[src/rtl/sketch_issue_ctrl.sv]
// Round-robin issue front-end for the count-min sketch, with epoch counting
// and the stop / drain / clear sequencing of the sketch counters.
module sketch_issue_ctrl #(
  parameter int unsigned NUM_REQ      = 4,
  parameter int unsigned ADDR_SIZE    = 22,
  parameter int unsigned SKETCH_LAT   = 5,
  parameter int unsigned CLEAR_CYCLES = 4,
  parameter int unsigned EPOCH_W      = 32
) (
  input  logic                                clk,
  input  logic                                rst_n,
  input  logic [NUM_REQ-1:0]                  req_valid,
  input  logic [NUM_REQ-1:0][ADDR_SIZE-1:0]   req_addr,
  output logic [NUM_REQ-1:0]                  req_ready,
  input  logic [EPOCH_W-1:0]                  epoch_len,
  input  logic                                clear_req,
  output logic                                sk_valid,
  output logic [ADDR_SIZE-1:0]                sk_addr,
  output logic                                sk_query_rst_n,
  output logic                                busy,
  output logic                                clear_done,
  output logic [7:0]                          epoch_id,
  output logic [31:0]                         issue_cnt
);

  localparam int unsigned LG_W    = $clog2(NUM_REQ);
  localparam int unsigned CNT_MAX = (SKETCH_LAT > CLEAR_CYCLES) ? SKETCH_LAT : CLEAR_CYCLES;
  localparam int unsigned CNT_W   = $clog2(CNT_MAX + 1);

  localparam logic [1:0] ST_RUN   = 2'd0;
  localparam logic [1:0] ST_DRAIN = 2'd1;
  localparam logic [1:0] ST_CLEAR = 2'd2;

  logic [1:0]           state, state_d;
  logic [CNT_W-1:0]     cnt, cnt_d;
  logic [LG_W-1:0]      last_grant, last_grant_d;
  logic [EPOCH_W-1:0]   epoch_cnt, epoch_cnt_d;
  logic [31:0]          issue_cnt_d;
  logic [7:0]           epoch_id_d;
  logic                 sk_valid_d;
  logic [ADDR_SIZE-1:0] sk_addr_d;
  logic                 grant_vld;
  logic [LG_W-1:0]      grant_idx;
  logic                 trigger;

  assign trigger = clear_req || ((epoch_len != '0) && (epoch_cnt >= epoch_len));

  // Round-robin pick: nearest asserted requester after last_grant (descending scan, nearest wins)
  always_comb begin
    int unsigned idx;
    grant_vld = 1'b0;
    grant_idx = last_grant;
    idx       = 0;
    for (int k = int'(NUM_REQ); k > 0; k--) begin
      idx = (32'(last_grant) + 32'(k)) % NUM_REQ;
      if (req_valid[LG_W'(idx)]) begin
        grant_vld = 1'b1;
        grant_idx = LG_W'(idx);
      end
    end
  end

  // Next-state and next-output logic
  always_comb begin
    state_d      = state;
    cnt_d        = cnt;
    last_grant_d = last_grant;
    epoch_cnt_d  = epoch_cnt;
    issue_cnt_d  = issue_cnt;
    epoch_id_d   = epoch_id;
    sk_valid_d   = 1'b0;
    sk_addr_d    = sk_addr;
    req_ready    = '0;
    case (state)
      ST_RUN: begin
        if (trigger) begin
          state_d = ST_DRAIN;
          cnt_d   = CNT_W'(SKETCH_LAT);
        end else if (grant_vld) begin
          req_ready    = NUM_REQ'(1) << grant_idx;
          last_grant_d = grant_idx;
          epoch_cnt_d  = (epoch_cnt == '1) ? epoch_cnt : epoch_cnt + EPOCH_W'(1);
          issue_cnt_d  = issue_cnt + 32'd1;
          sk_valid_d   = 1'b1;
          sk_addr_d    = req_addr[grant_idx];
        end
      end
      ST_DRAIN: begin
        cnt_d = cnt - CNT_W'(1);
        if (cnt == CNT_W'(1)) begin
          state_d = ST_CLEAR;
          cnt_d   = CNT_W'(CLEAR_CYCLES);
        end
      end
      ST_CLEAR: begin
        cnt_d = cnt - CNT_W'(1);
        if (cnt == CNT_W'(1)) begin
          state_d     = ST_RUN;
          epoch_cnt_d = '0;
          epoch_id_d  = epoch_id + 8'd1;
        end
      end
      default: state_d = ST_RUN;
    endcase
  end

  // State and registered outputs; status flags follow the next state so they are flop-driven
  always_ff @(posedge clk or negedge rst_n) begin
    if (!rst_n) begin
      state          <= ST_RUN;
      cnt            <= '0;
      last_grant     <= LG_W'(NUM_REQ - 1);
      epoch_cnt      <= '0;
      issue_cnt      <= '0;
      epoch_id       <= '0;
      sk_valid       <= 1'b0;
      sk_addr        <= '0;
      sk_query_rst_n <= 1'b1;
      busy           <= 1'b0;
      clear_done     <= 1'b0;
    end else begin
      state          <= state_d;
      cnt            <= cnt_d;
      last_grant     <= last_grant_d;
      epoch_cnt      <= epoch_cnt_d;
      issue_cnt      <= issue_cnt_d;
      epoch_id       <= epoch_id_d;
      sk_valid       <= sk_valid_d;
      sk_addr        <= sk_addr_d;
      sk_query_rst_n <= (state_d != ST_CLEAR);
      busy           <= (state_d != ST_RUN);
      clear_done     <= (state == ST_CLEAR) && (state_d == ST_RUN);
    end
  end

endmodule

[config.mk]
export PLATFORM = sky130hd
export DESIGN_NAME = sketch_issue_ctrl
export DESIGN_NICKNAME = d
export VERILOG_FILES = /design/src/rtl/sketch_issue_ctrl.sv
export SDC_FILE = /design/constraint.sdc
export NUM_CORES = 1
export LEC_CHECK = 0
export ABC_CLOCK_PERIOD_IN_PS = 6000
export CORE_ASPECT_RATIO = 1.25
export CORE_MARGIN = 5
export CORE_UTILIZATION = 50
export DETAILED_ROUTE_END_ITERATION = 8
export DONT_BUFFER_PORTS = 1
export GPL_TIMING_DRIVEN = 0
export PLACE_DENSITY_LB_ADDON = 0.05
export SLEW_MARGIN = 15
export SYNTH_ARGS = -nofsm -noshare
export SYNTH_HDL_FRONTEND = slang
export SYNTH_SLANG_ARGS = --single-unit
[constraint.sdc]
create_clock -name clk -period 6 [get_ports clk]
set_clock_uncertainty 0.1 [all_clocks]
set_input_delay 1.2 -clock clk [delete_from_list [all_inputs] [get_ports clk]]
set_output_delay 1.2 -clock clk [all_outputs]
set_load 0.03 [all_outputs]
==> metrics.cfg <==
[synthesis]
average_cell_area_after_synthesis_um2 = 8.92
total_nets_after_synthesis = 915
synthesis.instances = 747
distinct_cell_type_count_after_synthesis = 61
ys_seq_area_share_pct = 39.5
synth_edf_count = 0
synthesis.area_um2 = 6660
synth-main-ff-cell = dfrtp_1
yosys_warning_count = 0
async_flop_share_pct = 100
flops_latches_synth = 105

[detailed_routing]
detail_route.wirelength_mm = 18.4
vias_per_cell = 6.04
wire_length_per_cell_after_detailed_routing_um = 19.6
dr_total_vias = 5645
detailedRoute.firstIterationViolations = 232
drt_pre_antenna_iters = 5
drt.antenna.violating_nets = 0
post-route-drc-count = 0

[clocking]
cts_buffer_depth = 2
cts.root.buffer_cell = clkbuf_16
cts_made_buffers = 9
tritoncts = done
cts.clk_slew.worst_paths_ps = 80
cts.sink_count = 105
number_of_hold_repair_buffers_added_at_the_cts_stage = 0
post_cts_buffers = 0
post_cts_repair_resize_count = 0
cts-htree-levels = 3
worstSkewPairLatency_ps = 350

[cells_and_area]
num-nets-final = 926
layout-area-overhead-vs-synth_pct = 7.79
final_cell_count_no_fill = 934
num_antenna_cells = 0
final_core_util_pct = 54.5
proportion_of_layout_cells_with_a_drive_suffix_above_1_pct = 7.73

[pwr]
vdd.ir_drop.worst_mv = 0.245
leakage_nw = 3.30
report.power.total_w = 0.00259
power.density_nw_per_um2 = 361

[floorplan]
die_y_um = 139
initial_utilization_pct = 50.6
die-area_um2 = 15800
design.core.area_um2 = 13200
fp-row-count = 47
io_pins = 197
die_width_um = 113

[place]
place_inst = 918
place_worst_setup_slack_ps = 854
placement.io_buffers = 0
dp_hpwl_mm = 14.4
gp_routability_congestion = 0.901

[sta]
layout_setup_ws_ps = 882
setup-violations-final = 0
worst_slew_pin_slew_ps = 963
setup_total_negative_slack_ps = 0
final_min_period_over_clock_period_pct = 85.3
min_period_ps = 5120
worst_max_slew_margin_expressed_relative_to_the_limit_pct = 35.3
report.final.slew_viol_count = 0
fmax_ghz = 0.195
grt_setup_unrepaired = no
finalHoldViolations = 0

[global_route]
grt_pass1_wl_mm = 29.5
first_global_vias = 5858
grt_max_degree = 106
globalRouteOverflowTotal = 0
grt_usage_pct = 23.2
antenna_found_initial = 0

[critical_path]
worstSetupPathType = input port to output port
start_kind = input port
path_max_fanout = 10
crit_required_ps = 4700
crit_path_end_kind = output port
crit_arrival_ps = 3820

[job]
cap_violations = 0

[run_status]
outcome = complete, no violations

[hold_path]
timing.hold.worst.class = flip-flop to flip-flop

[per-stage QoR]
stage	instance area [µm²]	hold slack [ps]
3_5_place_dp	6880	389
4_1_cts	7180	407
3_3_place_gp	6880	379
5_1_grt	7180	421
6_report	7180	402
2_1_floorplan	6660	366
[critical path, cell delays in order]
cell,delay (ps)
inv_1,30
ha_1,300
a21oi_1,150
nor2_1,50
a2111oi_1,470
a32o_1,250
nand3_1,160
buf_2,230
buf_2,210
nor3_1,750
[final timing paths]
| kind | startpoint | slack, ps | cells past startpoint | end |
|---|---|---|---|---|
| min in group asynchronous | rst_n | 440 | 0 | epoch_cnt[17] |
| worst max-delay path | epoch_len[29] | 880 | 10 | req_ready[3] |
| max in group asynchronous | rst_n | 5140 | 0 | sk_query_rst_n |
| worst min-delay path | cnt[1] | 400 | 1 | cnt[1] |
| worst min register to register | cnt[1] | 400 | 1 | cnt[1] |
| worst max register to register | epoch_cnt[13] | 2500 | 9 | epoch_cnt[7] |
[layer usage]
| layer | track usage (%) | up-vias | routed length, µm | part of all wire, % |
|---|---|---|---|---|
| met5 | 0 | - | 0 | 0 |
| met4 | 8.86 | 0 | 536 | 2.9 |
| met3 | 6.98 | 42 | 1410 | 7.7 |
| met2 | 41.3 | 191 | 9490 | 52 |
| met1 | 25.9 | 2730 | 6910 | 38 |
| li1 | - | 2682 | - | - |
[synth_stat cells, types with 4 or more instances]
master    number  area [µm²]
a211o_1        5        43.8
a21oi_1       52         260
a22o_1         4        35.0
and2_1         5        31.3
and3_1        10        62.6
and4_1         6        52.6
buf_2          6        30.0
clkbuf_1      16        60.1
dfrtp_1      102        2550
ha_1          41         513
inv_1         52         195
mux2_2        22         248
mux2i_1       26         260
nand2_1       91         342
nand3_1       31         155
nand4_1       28         175
nor2_1        55         206
nor2b_1        5        31.3
nor3_1        10        50.1
nor4_1        15        93.8
o21ai_0       48         240
o31ai_1        6        45.0
or3_1          8        50.1
or4_1         11        82.6
xnor2_1       30         263
xor2_1         9        78.8
[power by group]
group          switching, W  internal [W]  leakage [nW]
clock              0.000308      0.000299         0.146
combinational      0.000477      0.000332          1.82
sequential         0.000333      0.000843          1.33
total               0.00112       0.00147          3.30
[layout make-up]
class,instances,area (µm²)
buffer,29,143
clock buffer,9,225
clock inverter,7,80.1
fill,1274,5990
inverter,52,195
multi-input combinational,561,3690
sequential,105,2630
tap,171,214
[registers in the layout, summed over array words and instances (netlist names)]
register,flops
clear_done,1
sk_query_rst_n,1
epoch_id,8
last_grant,2
cnt,3
sk_valid,1
sk_addr,22
busy,1
issue_cnt,32
epoch_cnt,32
state,2
[cell usage in the layout (no fill, tap or decap), types with 28 or more instances in the layout]
master / n
a21oi_1: 52
dfrtp_1: 102
ha_1: 41
inv_1: 52
nand2_1: 91
nand3_1: 31
nand4_1: 28
nor2_1: 55
o21ai_0: 48
xnor2_1: 30
[cells by family (layout without fill, tap and decap cells)]
kind of cell    after synthesis  in the layout  share of synthesized area (%)
buf+inv                      81             97                           5.07
compound gates              144            144                           13.1
xor+xnor                     39             39                           5.13
mux                          48             48                           7.62
simple gates                289            289                           21.9
fa+ha+maj                    41             41                           7.70
flops                       105            105                           39.5
Power figures use the tool's default switching activity.
